**src/rtl/instruction_fetch.sv**
```systemverilog
// instruction_fetch
//   Fetch stage feeding the control unit. Holds the program counter, fetches
//   one instruction word per req/ack transaction, latches it into the
//   instruction register and applies jump/branch redirects decided downstream.
//   One instruction in flight at a time; no prefetch.
//
// Ports
//   clock, rst_n        clock / asynchronous active-low reset
//   imem_req/addr       fetch request (held until ack) and address (= pc)
//   imem_ack/rdata      memory response, data valid with ack
//   stall               downstream hold while an instruction is presented
//   jump, branch_taken  redirect requests, sampled only when leaving DECODE
//   target              redirect address
//   pc, instr, opcode   program counter, instruction register, instr[top 4]
//   instr_valid         instr is fresh and not yet consumed
//   pc_we, ir_we        registered one-cycle update pulses
module instruction_fetch #(
    parameter int ADDR_W  = 8,
    parameter int INSTR_W = 16
) (
    input  logic               clock,
    input  logic               rst_n,
    output logic               imem_req,
    output logic [ADDR_W-1:0]  imem_addr,
    input  logic               imem_ack,
    input  logic [INSTR_W-1:0] imem_rdata,
    input  logic               stall,
    input  logic               jump,
    input  logic               branch_taken,
    input  logic [ADDR_W-1:0]  target,
    output logic [ADDR_W-1:0]  pc,
    output logic [INSTR_W-1:0] instr,
    output logic [3:0]         opcode,
    output logic               instr_valid,
    output logic               pc_we,
    output logic               ir_we
);

    typedef enum logic [1:0] {RESET, FETCH, DECODE} state_t;

    localparam logic [ADDR_W-1:0] PC_INC = {{(ADDR_W-1){1'b0}}, 1'b1};

    state_t            state, state_nx;
    logic [ADDR_W-1:0] pc_nx;
    logic              ld_pc, ld_ir;

    always_ff @(posedge clock or negedge rst_n) begin
        if (!rst_n) state <= RESET;
        else        state <= state_nx;
    end

    always_comb begin
        state_nx = state;
        pc_nx    = pc;
        ld_pc    = 1'b0;
        ld_ir    = 1'b0;
        case (state)
            RESET:  state_nx = FETCH;
            FETCH: begin
                if (imem_ack) begin
                    ld_ir    = 1'b1;
                    state_nx = DECODE;
                end
            end
            DECODE: begin
                if (!stall) begin
                    ld_pc    = 1'b1;
                    // Both redirect sources share one target, so either one wins.
                    pc_nx    = (jump || branch_taken) ? target : pc + PC_INC;
                    state_nx = FETCH;
                end
            end
            default: state_nx = RESET;
        endcase
    end

    // Update pulses are registered so they line up with the cycle in which
    // the new pc / instr value is first visible.
    always_ff @(posedge clock or negedge rst_n) begin
        if (!rst_n) begin
            pc    <= '0;
            instr <= '0;
            pc_we <= 1'b0;
            ir_we <= 1'b0;
        end else begin
            pc_we <= ld_pc;
            ir_we <= ld_ir;
            if (ld_pc) pc    <= pc_nx;
            if (ld_ir) instr <= imem_rdata;
        end
    end

    // Request and valid decode straight from state so reset drops them
    // asynchronously; pc is 0 in reset, which keeps imem_addr at 0 too.
    assign imem_req    = (state == FETCH);
    assign imem_addr   = pc;
    assign instr_valid = (state == DECODE);
    assign opcode      = instr[INSTR_W-1 -: 4];

endmodule

```
**config.mk**
```make
export PLATFORM = sky130hd
export DESIGN_NAME = instruction_fetch
export DESIGN_NICKNAME = d
export VERILOG_FILES = /design/src/rtl/instruction_fetch.sv
export SDC_FILE = /design/constraint.sdc
export NUM_CORES = 1
export LEC_CHECK = 0
export ABC_AREA = 1
export CAP_MARGIN = 15
export CORE_UTILIZATION = 48
export DETAILED_ROUTE_END_ITERATION = 10
export DONT_BUFFER_PORTS = 1
export PLACE_DENSITY_LB_ADDON = 0.3
export REMOVE_ABC_BUFFERS = 1
export SLEW_MARGIN = 20
export SYNTH_ARGS = -nofsm -noshare
export SYNTH_HDL_FRONTEND = slang
export SYNTH_SLANG_ARGS = --single-unit
```
**constraint.sdc**
```tcl
create_clock -name clock -period 1.5 [get_ports clock]
set_input_delay 0.075 -clock clock [delete_from_list [all_inputs] [get_ports clock]]
set_output_delay 0.075 -clock clock [all_outputs]
set_load 0.02 [all_outputs]
```
Word level (Yosys, flattened, before mapping)

Index checks and enable logic that the tools add are counted.

Logic and storage cells: 23
Output and inout bits: 40
Register bits after elaboration: 28
Bits of input ports: 30

Add/subtract/negate cells: 1
Equality and inequality tests: 4
Reduce and logical (&&, ||, !) cells: 4
Bitwise logic cells: 1
Mux-type cells: 8

Operators with widths:

| kind                | number |
|---|---|
| $add 8x1->8 const B | 1 |
| $mux 8              | 1 |
| $pmux 2 s3          | 1 |
| $mux 1              | 4 |
| $mux 2              | 2 |
| $reduce_and 3->1    | 1 |
| $eq 2x1->1 const B  | 1 |
| $eq 2x2->1 const B  | 1 |
| $logic_not 2->1     | 1 |
| $ne 2x1->1 const B  | 1 |
| $ne 2x2->1 const B  | 1 |
| $reduce_and 2->1    | 1 |
| $logic_or 1x1->1    | 1 |
| $not 1->1           | 1 |

Longest topological paths before layout

Depth after elaboration: 3
Mapped depth: 8
Mapped depth without buffers: 8

Worst setup path before layout

No wires, ideal clock.

Path kind: reg2reg
From: register pc[1], in the netlist imem_addr[1]
To: register pc[6], in the netlist imem_addr[6]
Period minus slack after synthesis: 1.277 ns
Buffers on the path: 0
Data required time: 1.387 ns
Arrival: 1.164 ns
Setup time: 0.113 ns
Slack: 0.223 ns
Cell stages (with the launch flop): 9
Path through: dfrtp_1 -> ha_1 -> nand2_1 -> nor2_1 -> nand2_1 -> o21ai_0 -> nand2_1 -> nand2_1 -> inv_1

Longest elaborated chain between the ends: 2

Ends and longest elaborated chain:

| element                  | line | RTL |
|---|---|---|
| start: declaration       | 31   | `output logic [ADDR_W-1:0] pc,` |
| start signal: assignment | 88   | `if (ld_pc) pc <= pc_nx;` |
| $add 8x1->8              | 69   | `pc_nx = (jump \|\| branch_taken) ? target : pc + PC_INC;` |
| $mux 8                   | 69   |  |

Every way passes these cells.
A chain may end at the register's enable or synchronous reset.

Worst setup path in the final report

From: register state[0]
To: register state[1]

Longest elaborated chain between the ends: 3
Elaborated cells between the ends (all ways): 7
Classes of those cells: eq/ne (4); mux (1); reduce/logical (2)

Ends and longest elaborated chain:

| element                           | line | RTL |
|---|---|---|
| start: declaration                | 43   | `state_t state, state_nx;` |
| start signal: assignment          | 49   | `else state <= state_nx;` |
| $eq 2x1->1 (*)                    | --   |  |
| via imem_req                      | 23   | `output logic imem_req,` |
| $ne 2x1->1 (no source line)       | --   |  |
| $reduce_and 2->1 (no source line) | --   |  |

Mark *: on every way through the listed nets, which the timed path passes. The rest lies on a longest branch.

==> metrics.md <==
| Metric | Value |
|---|---|
| Wire length on met1 | `1.203 mm` |
| Number of routed nets with antenna violations | `0` |
| First-pass GRT wire length | `5.306 mm` |
| Gate count of the mapped netlist | `174` |
| Hold Path Class | `input pin to register` |
| # Max-Cap Violations | `0` |
| Top-count cell post-synth | `nand2_1` |
| DRT iter0 DRCs | `62` |
| Fin nets | `roughly 230` |
| Netlist cell types | `23` |
| Die width | `55.74 microns` |
| Worst Skew | `0.005224 ns` |
| Row Count | `19` |
| Top post-synthesis cells by area | `dfrtp_1 (51%), nand2_1 (19%), buf_4 (6.5%), nor2_1 (3.8%), o21ai_0 (3.2%)` |
| CTS Buffer Depth | `2` |
| Clk slew on worst S/H paths | `roughly 0.13 ns` |
| Largest area contributor in the netlist | `dfrtp_1` |
| Synth top cells by count | `nand2_1 (71), dfrtp_1 (28), nor2_1 (14)` |
| Syn Std Cell Area | `0.001386 sq mm` |
| Dpl hpwl | `2.011 mm` |
| Remaining Overflow, GRT | `0` |
| TritonRoute pass-1 iters | `4` |
| Top layer in use | `met4` |
| Utilization after layout | `59.89%` |
| Via density per instance | `5.239` |
| GP Congestion | `~0.86` |
| Worst-Margin Slew | `just over 0.4 ns` |
| P&R area growth vs syn | `19.13%` |
| Kind of cell adding the most delay to the critical path | `simple AND/OR/NAND/NOR gates` |
| Final Cycle Share | `approximately 87%` |
| Lkg Pwr | `0.8529 nW` |
| GRT Resource Usage Total | `21.68%` |
| Root cell of the clock tree | `clkbuf_4` |
| Hold Violations, Final | `0` |
| Layout cell share with drive strength beyond 1 | `11.79%` |
| Port bufs | `0` |
| Met2 wire length | `1.644 mm` |
| Number of global-route vias before repair | `between 1000 and 1500` |
| Startpoint Class | `register` |
| Setup violators final | `0` |
| WL/cell | `13.59 microns` |
| Fmax | `768.2 MHz` |
| Met3 WL | `194 microns` |
| Initial antenna violation count | `0` |
| Vias | `1184` |
| Syn Area/Cell | `7.967 sq um` |
| EDFF count, synth | `0` |
| H-tree Lvls | `1` |
| Data required time of the worst path | `1.71 ns` |
| Final TNS setup | `0 ns` |
| Async SR Flop Fraction | `100.0%` |
| CP bufs+invs | `2` |
| Drt drc | `0` |
| Slew margin rel. | `73.12%` |
| Power Dens Cells | `2041 mW/mm^2` |
| CP peak stage delay | `0.45 ns` |
| Area share of the largest cell type after synthesis | `50.54%` |
| Final-report max-slew violation count | `0` |
| Post-layout minimum cycle time | `1.302 ns` |
| Initial Util | `50.27%` |
| RSZ-0062 raised after global routing | `false` |
| Sequential area share after synthesis | `50.54%` |
| CTS tree | `done` |
| DRT Wirelength | `3.072 mm` |
| Die Height | `between 50 and 60 microns` |
| CTS sink count | `28` |
| Worst setup EP type | `register` |
| Die area | `about 0.0031 sq mm` |
| Largest net degree at the start of global routing | `29` |
| Fillcell total | `~240` |
| Crit path kind | `register to register` |
| CP arrival | `1.51 ns` |
| Core Region | `between 0.002 and 0.003 sq mm` |
| Critical path's slowest cell | `dfrtp_1` |
| I/O pin cnt | `70` |
| Synth warn | `0` |
| Status | `complete, no violations` |
| Crit path cell chain | `inv_2 -> nor2_4 -> nand2_4 -> inv_4 -> or2_2` |
| Total CTS buffers | `3` |
| Worst-Skew Late Latency | `0.31 ns` |
| Maximum VDD drop | `0.001222 V` |
| Synth Register Bits | `28` |
| Power, Total | `between 3 and 4 mW` |
| CP max FO | `18` |
| Ant diodes | `0` |
| Synth Flop Type | `dfrtp_1` |
worst min-delay path, stage by stage:
cell and delay [ns]:
nor2_1 0.02, nor2_1 0.09, nand2_1 0.06, nand2_1 0.05
through the flow:
stage                     instances  hold slack, ns  worst slack (ns)  instance area, sq um
after CTS                       226        0.003021            0.1949                  1652
after global placement          200         -0.2200            0.2541                  1389
final                           226         0.01144            0.1982                  1652
after global routing            226         0.01584           0.04492                  1652
after detailed placement        200         -0.2200            0.2098                  1389
after floorplan                 159         -0.2206           0.08865                  1275
per-layer routing:
metal | global-route usage [%] | vias up
li1 | - | 567
met1 | 25.23 | 565
met2 | 39.59 | 48
met3 | 4.884 | 4
met4 | 6.429 | 0
met5 | 0 | -
timing repair:
item | CTS | global route
hold buffers | 23 | 0
endpoints found under the hold margin | 49 | 0
gates resized for setup | 0 | 0
buffers inserted | 0 | 0
worst paths after layout:
kind                                start      endpoint  depth (start not counted)  slack, ns
worst max-delay path             state[0]      state[1]                          5       0.20
min in group asynchronous           rst_n  imem_addr[2]                          2       0.19
worst min-delay path            target[7]  imem_addr[7]                          4       0.01
worst max register to register   state[0]      state[1]                          5       0.20
max in group asynchronous           rst_n      instr[4]                          2       1.16
worst min register to register   state[0]      state[0]                          1       0.56
placed cells by master (no fill, tap or decap), types with 2 or more instances in the layout:
| cell type | instances |
|---|---|
| nor2_2 | 2 |
| clkbuf_4 | 3 |
| inv_1 | 11 |
| nand2_1 | 71 |
| o21ai_0 | 9 |
| nand3_1 | 8 |
| nor2_1 | 14 |
| dfrtp_1 | 28 |
| buf_4 | 10 |
| dlygate4sd3_1 | 22 |
| a21oi_1 | 3 |
| nand2_4 | 2 |
sequential cells by signal, summed over array words and instances (netlist names):
register	count
pc_we	1
imem_addr	8
ir_we	1
state	2
instr	16
cell families (layout without fill, tap and decap cells):
kind of cell / Yosys count / count (layout) / synth area share, %
AND/OR/NAND/NOR: 101 / 101 / 30.51
AO/OA/AOI/OAI: 15 / 15 / 5.686
adder cells (fa/ha/maj): 1 / 1 / 0.9024
buffers and inverters: 29 / 50 / 12.37
flip-flops: 28 / 28 / 50.54
final cells by class:
class	count	area (sq um)	area share (%)
Sequential cell	28	700.7	42.42
Multi-Input combinational cell	117	514.2	31.14
Timing Repair Buffer	33	315.3	19.09
Inverter	14	60.06	3.636
Tap cell	31	38.79	2.348
Clock buffer	3	22.52	1.364
power by group:
part	switching [mW]	internal (mW)
Clock	0.191	0.0937
Sequential	0.661	1.09
Combinational	0.875	0.456
Power figures use the tool's default switching activity.
